===== src/rtl/sha3_pkg.sv =====
// Shared constants, padding bytes and loader state encoding for the SHA3-256 front end.
package sha3_pkg;

  localparam int unsigned RATE_BYTES = 136;
  localparam int unsigned CHUNK_BITS = 136;
  localparam int unsigned NUM_CHUNKS = RATE_BYTES * 8 / CHUNK_BITS;
  localparam int unsigned BUF_BITS   = RATE_BYTES * 8;
  localparam int unsigned CNT_W      = 8;
  localparam int unsigned IDX_W      = 3;
  localparam int unsigned POS_W      = 11;

  localparam logic [7:0] PAD_DOMAIN = 8'h06;
  localparam logic [7:0] PAD_FINAL  = 8'h80;

  typedef enum logic [2:0] {
    FILL,
    PAD,
    EMIT,
    START,
    WAIT
  } state_t;

endpackage


===== src/rtl/sha3_pad_loader.sv =====
// Byte-stream to SHA3-256 rate-block loader: packs bytes MSB-first, applies 0x06..0x80
// padding, streams eight scan beats, pulses core_start and waits for the core.
module sha3_pad_loader
  import sha3_pkg::*;
(
  input  logic                  clk,
  input  logic                  reset,
  input  logic                  in_valid,
  output logic                  in_ready,
  input  logic [7:0]            in_data,
  input  logic                  in_keep,
  input  logic                  in_last,
  output logic [CHUNK_BITS-1:0] scan_in,
  output logic                  scan_valid,
  output logic                  block_last,
  output logic                  core_start,
  input  logic                  core_done,
  output logic                  msg_done
);

  state_t                r_state;
  logic [BUF_BITS-1:0]   r_buf;
  logic [CNT_W-1:0]      r_cnt;
  logic [IDX_W-1:0]      r_idx;
  logic                  r_final;
  logic                  r_pending_pad;
  logic                  r_in_ready;
  logic [CHUNK_BITS-1:0] r_scan_in;
  logic                  r_scan_valid;
  logic                  r_block_last;
  logic                  r_core_start;
  logic                  r_msg_done;

  logic [POS_W-1:0]      w_byte_lsb;
  logic [POS_W-1:0]      w_beat_lsb;
  logic [BUF_BITS-1:0]   w_wr_buf;
  logic [BUF_BITS-1:0]   w_pad_buf;
  logic [CHUNK_BITS-1:0] w_beat;
  logic [CNT_W-1:0]      w_cnt_nxt;
  logic                  w_full;

  // Byte k lives at bits [1087-8k -: 8]; the buffer is zero before filling, so OR acts as write.
  assign w_byte_lsb = POS_W'(BUF_BITS - 8) - {r_cnt, 3'b000};
  assign w_wr_buf   = r_buf | (BUF_BITS'(in_data) << w_byte_lsb);
  assign w_pad_buf  = r_buf | (BUF_BITS'(PAD_DOMAIN) << w_byte_lsb) | BUF_BITS'(PAD_FINAL);
  assign w_beat_lsb = POS_W'(r_idx) * POS_W'(CHUNK_BITS);
  assign w_beat     = CHUNK_BITS'(r_buf >> w_beat_lsb);
  assign w_cnt_nxt  = r_cnt + CNT_W'(1);
  assign w_full     = (w_cnt_nxt == CNT_W'(RATE_BYTES));

  always_ff @(posedge clk or negedge reset) begin
    if (!reset) begin
      r_state       <= FILL;
      r_buf         <= '0;
      r_cnt         <= '0;
      r_idx         <= '0;
      r_final       <= 1'b0;
      r_pending_pad <= 1'b0;
      r_in_ready    <= 1'b0;
      r_scan_in     <= '0;
      r_scan_valid  <= 1'b0;
      r_block_last  <= 1'b0;
      r_core_start  <= 1'b0;
      r_msg_done    <= 1'b0;
    end else begin
      r_scan_in    <= '0;
      r_scan_valid <= 1'b0;
      r_block_last <= 1'b0;
      r_core_start <= 1'b0;
      r_msg_done   <= 1'b0;
      case (r_state)
        FILL: begin
          r_in_ready <= 1'b1;
          if (r_in_ready && in_valid) begin
            if (in_keep) begin
              r_buf <= w_wr_buf;
              r_cnt <= w_cnt_nxt;
              if (w_full) begin
                // A full block ending the message still owes a padding-only block.
                r_state       <= EMIT;
                r_idx         <= '0;
                r_pending_pad <= in_last;
                r_in_ready    <= 1'b0;
              end else if (in_last) begin
                r_state    <= PAD;
                r_in_ready <= 1'b0;
              end
            end else if (in_last) begin
              r_state    <= PAD;
              r_in_ready <= 1'b0;
            end
          end
        end
        PAD: begin
          r_buf   <= w_pad_buf;
          r_final <= 1'b1;
          r_idx   <= '0;
          r_state <= EMIT;
        end
        EMIT: begin
          r_scan_valid <= 1'b1;
          r_scan_in    <= w_beat;
          r_block_last <= r_final;
          r_idx        <= r_idx + IDX_W'(1);
          if (r_idx == IDX_W'(NUM_CHUNKS - 1)) r_state <= START;
        end
        START: begin
          r_core_start <= 1'b1;
          r_block_last <= r_final;
          r_state      <= WAIT;
        end
        WAIT: begin
          if (core_done) begin
            r_buf <= '0;
            r_cnt <= '0;
            if (r_pending_pad) begin
              r_pending_pad <= 1'b0;
              r_state       <= PAD;
            end else begin
              r_state    <= FILL;
              r_in_ready <= 1'b1;
              r_msg_done <= r_final;
              r_final    <= 1'b0;
            end
          end
        end
        default: r_state <= FILL;
      endcase
    end
  end

  assign in_ready   = r_in_ready;
  assign scan_in    = r_scan_in;
  assign scan_valid = r_scan_valid;
  assign block_last = r_block_last;
  assign core_start = r_core_start;
  assign msg_done   = r_msg_done;

endmodule


===== config.mk =====
export PLATFORM = sky130hd
export DESIGN_NAME = sha3_pad_loader
export DESIGN_NICKNAME = d
export VERILOG_FILES = /design/src/rtl/sha3_pkg.sv /design/src/rtl/sha3_pad_loader.sv
export SDC_FILE = /design/constraint.sdc
export NUM_CORES = 2
export LEC_CHECK = 0
export CAP_MARGIN = 20
export CORE_ASPECT_RATIO = 0.5
export CORE_MARGIN = 2
export CORE_UTILIZATION = 30
export CTS_CLUSTER_DIAMETER = 100
export CTS_CLUSTER_SIZE = 12
export DETAILED_ROUTE_END_ITERATION = 7
export SYNTH_ARGS = -nofsm -noshare
export SYNTH_HDL_FRONTEND = slang
export SYNTH_SLANG_ARGS = --single-unit
export TNS_END_PERCENT = 1

===== constraint.sdc =====
create_clock -name clk -period 3.55 [get_ports clk]
set_clock_uncertainty 0.1 [all_clocks]
set_input_delay 0.355 -clock clk [delete_from_list [all_inputs] [get_ports clk]]
set_output_delay 0.355 -clock clk [all_outputs]
set_load 0.01 [all_outputs]

==> impl_results.md <==
- Grt total ovfl: 0
- Final hold vios: 0
- Initial antenna violation count: 16
- Max Slew Vio Count: 0
- GRT Util Overall: 0.2301
- Die height: 307.9 um
- Mapped Area: 55420 um2
- Global-route wire length before repair: 318.8 mm
- # hold bufs at CTS: 1
- Endpoint, Worst Hold: r_pending_pad
- Top FF cell, synth: dfrtp_1
- Worst R2R Start: r_cnt[0]
- Vias in the first global route: 43295
- Power, Total: 41.77 mW
- Initial drt markers: 6559
- Synth Warn #: 0
- Post-CTS Setup Inserts: 0
- Starting density of the core: 0.3023
- GR Util met2: 0.3255
- Grt met3 use: 0.08402
- Setup TNS: 0 ps
- Synth-to-layout area growth: 16.73%
- TritonCTS clock tree: yes
- Die Width: 611.9 um
- Resize count post-CTS: 0
- Io pins: 155
- Net Count, Synth: 5089
- Crit path launch type: flop
- HPWL after detailed placement: 149.3 mm
- Peak VDD IR: 0.4724 mV
- Post-synthesis cell count: 5065
- Port Buffers: 154
- Final net count: 5225
- TritonCTS Buffers: 113
- CP most frequent cell: nand2_1
- Share of layout cells above drive strength 1: 0.1510
- Slowest-stage cell, CP: nor2b_1
- Ranking of synthesized cells by area: dfrtp_1 (56%), mux4_2 (11%), nor2_1 (4.9%), nand2_1 (4.8%), o21ai_0 (3.3%)
- Count leader, synth: dfrtp_1
- Worst Tran Pin Value: 1053 ps
- Die area: 188400 um2
- RePlAce Congestion: 0.9537
- Hold Path Class: input port to flop
- Rel. slew slack: 0.2972
- Area leader, netlist: dfrtp_1
- CP max FO: 16
- Worst hold path startpoint: in_last
- Static leakage: 28.98 nW
- Fin crit share: 0.9409
- Vias per cell: 5.928
- RSZ-0062 raised after global routing: no
- Worst path cell trace: nor2b_1 > nand2_1 > nor2_1 > buf_4 > nand2_1 > o21ai_0
- Clock tree buffer depth: 3
- Asr flop ratio synth: 1.000
- H-tree depth: 3
- Area of the core: 183300 um2
- Row cnt: 111
- CP Capture Type: flop
- Met1 global-route usage: 0.3270
- Commonest cells post-synth: dfrtp_1 (1245), nor2_1 (726), nand2_1 (710)
- Routed wire length: 220.2 mm
- Sequential area share after synthesis: 0.5621
- #FFs+latches synth: 1245
- Vias post-DR: 45318
- GRT Max-Usage Layer: met1
- Worst R2R End: r_buf[718]
- Number of synthesized flops with an enable pin: 0
- Max Clk Rate: 299.4 MHz
- Final setup violation count: 0
- CTS Sinks: 1245
- Hold depth: 3
- Worst-Skew Late Latency: 770 ps
- DR WL/cell: 28.81 um
- Reg clk slew, reported paths: 70 ps
- Clock root cell: clkbuf_16
- Antenna Nets Post-Route: 0
- CP peak stage delay: 860 ps
- Path depth of the worst reg2reg path: 6
- Post-synth top area share: 0.5621
- Syn avg cell area: 10.94 um2
- Req. time, crit path: 4120 ps
- Router iterations before antenna repair: 7
- Distinct cell type count after synthesis: 62
- Period minus WS final: 3340 ps
- Post-detailed-route DRC marker count: 0
- WP data arrival: 3910 ps
- Largest net degree at the start of global routing: 184
- R2R setup slack: 210 ps
- Max-cap violations: 0
- Power density cells: 645.6 nW/um2
- CP Class: flop to flop
- Outcome: finished, final reports clean
-- sequential cells by signal (all words and copies together), names as in the netlist --
| name | cells |
|---|---|
| block_last | 1 |
| core_start | 1 |
| in_ready | 1 |
| msg_done | 1 |
| r_buf | 1088 |
| r_cnt | 8 |
| r_final | 1 |
| r_idx | 3 |
| r_pending_pad | 1 |
| r_state | 3 |
| scan_in | 136 |
| scan_valid | 1 |
-- worst max-delay path, delay by kind of cell, from the launching register on --
kind	cells	cell delay [ps]
AND/OR/NAND/NOR	4	2020
buffers and inverters	1	260
AO/OA/AOI/OAI	1	200
flip-flops	1	650
-- power breakdown --
part | internal [mW] | leakage, nW | switching (mW)
combinational | 5.00 | 10.5 | 8.76
clock | 5.69 | 1.45 | 5.40
sequential | 15.6 | 17.0 | 1.32
total | 26.3 | 29.0 | 15.5
-- area by class of cell --
| cell class | instances | area (um2) |
|---|---|---|
| fillers | 18152 | 118600 |
| multi-input cells | 3331 | 22500 |
| clock inverters | 5 | 80.08 |
| inverters | 13 | 48.80 |
| diodes | 9 | 22.52 |
| repair buffers | 497 | 4962 |
| well taps | 2429 | 3039 |
| flip-flops and latches | 1245 | 31170 |
| clock buffers | 116 | 2882 |
-- per-layer routing --
metal | wire [um] | vias up
met5 | 197 | -
met4 | 6756 | 22
met3 | 29780 | 380
met2 | 93090 | 2886
met1 | 90420 | 23692
li1 | - | 18338
-- worst max-delay path by stage --
stage,start,endpoint,slack [ps],cells after the start
final,r_cnt[0],r_buf[718],210,6
after global routing,r_cnt[4],r_buf[282],220,7
after CTS,r_cnt[4],r_buf[313],390,7
after detailed placement,core_done,r_pending_pad,270,9
after global placement,core_done,r_buf[443],350,8
after floorplan,r_cnt[3],r_buf[925],400,11
-- metrics by stage --
stage | hold slack [ps] | std cells | util | setup WS [ps] | instance area [um2]
2_1_floorplan | -40.59 | 5065 | - | 398.1 | 55420
3_3_place_gp | 287.2 | 7514 | 0.3366 | 349.7 | 61700
3_5_place_dp | 292.4 | 7514 | 0.3366 | 267.1 | 61700
4_1_cts | 109.3 | 7636 | 0.3528 | 393.6 | 64670
5_1_grt | 168.1 | 7636 | 0.3528 | 222.4 | 64670
6_report | 134.8 | 7645 | 0.3529 | 209.7 | 64700
-- cell families (layout without fill, tap and decap cells) --
logic type,Yosys count,after routing,share of synthesized area
AO/OA/AOI/OAI,1194,1194,0.1375
other,0,9,0
buffers and inverters,489,631,0.03508
multiplexers,409,409,0.1353
flip-flops,1245,1245,0.5621
AND/OR/NAND/NOR,1708,1708,0.1262
XOR/XNOR,10,10,0.001580
adder cells (fa/ha/maj),10,10,0.002258
-- cells in the final DEF (no fill, tap or decap), types with 11 or more instances in the layout --
master,Yosys,layout
dfrtp_1,1245,1242
nor2_1,726,721
nand2_1,710,710
o21ai_0,370,370
buf_4,1,276
mux4_2,272,272
a21oi_1,262,262
a31oi_1,162,162
clkdlybuf4s50_1,0,153
mux2i_1,137,137
clkbuf_16,0,115
o211ai_1,80,80
nand3_1,80,78
a41oi_1,69,69
a22o_1,69,68
buf_12,0,66
a22oi_1,65,65
a32o_1,52,52
and2_1,42,41
nor3_1,34,30
and3_1,30,29
o221ai_1,28,28
nand4_1,25,25
inv_1,12,12
nor4_1,12,11
Power figures use the tool's default switching activity.
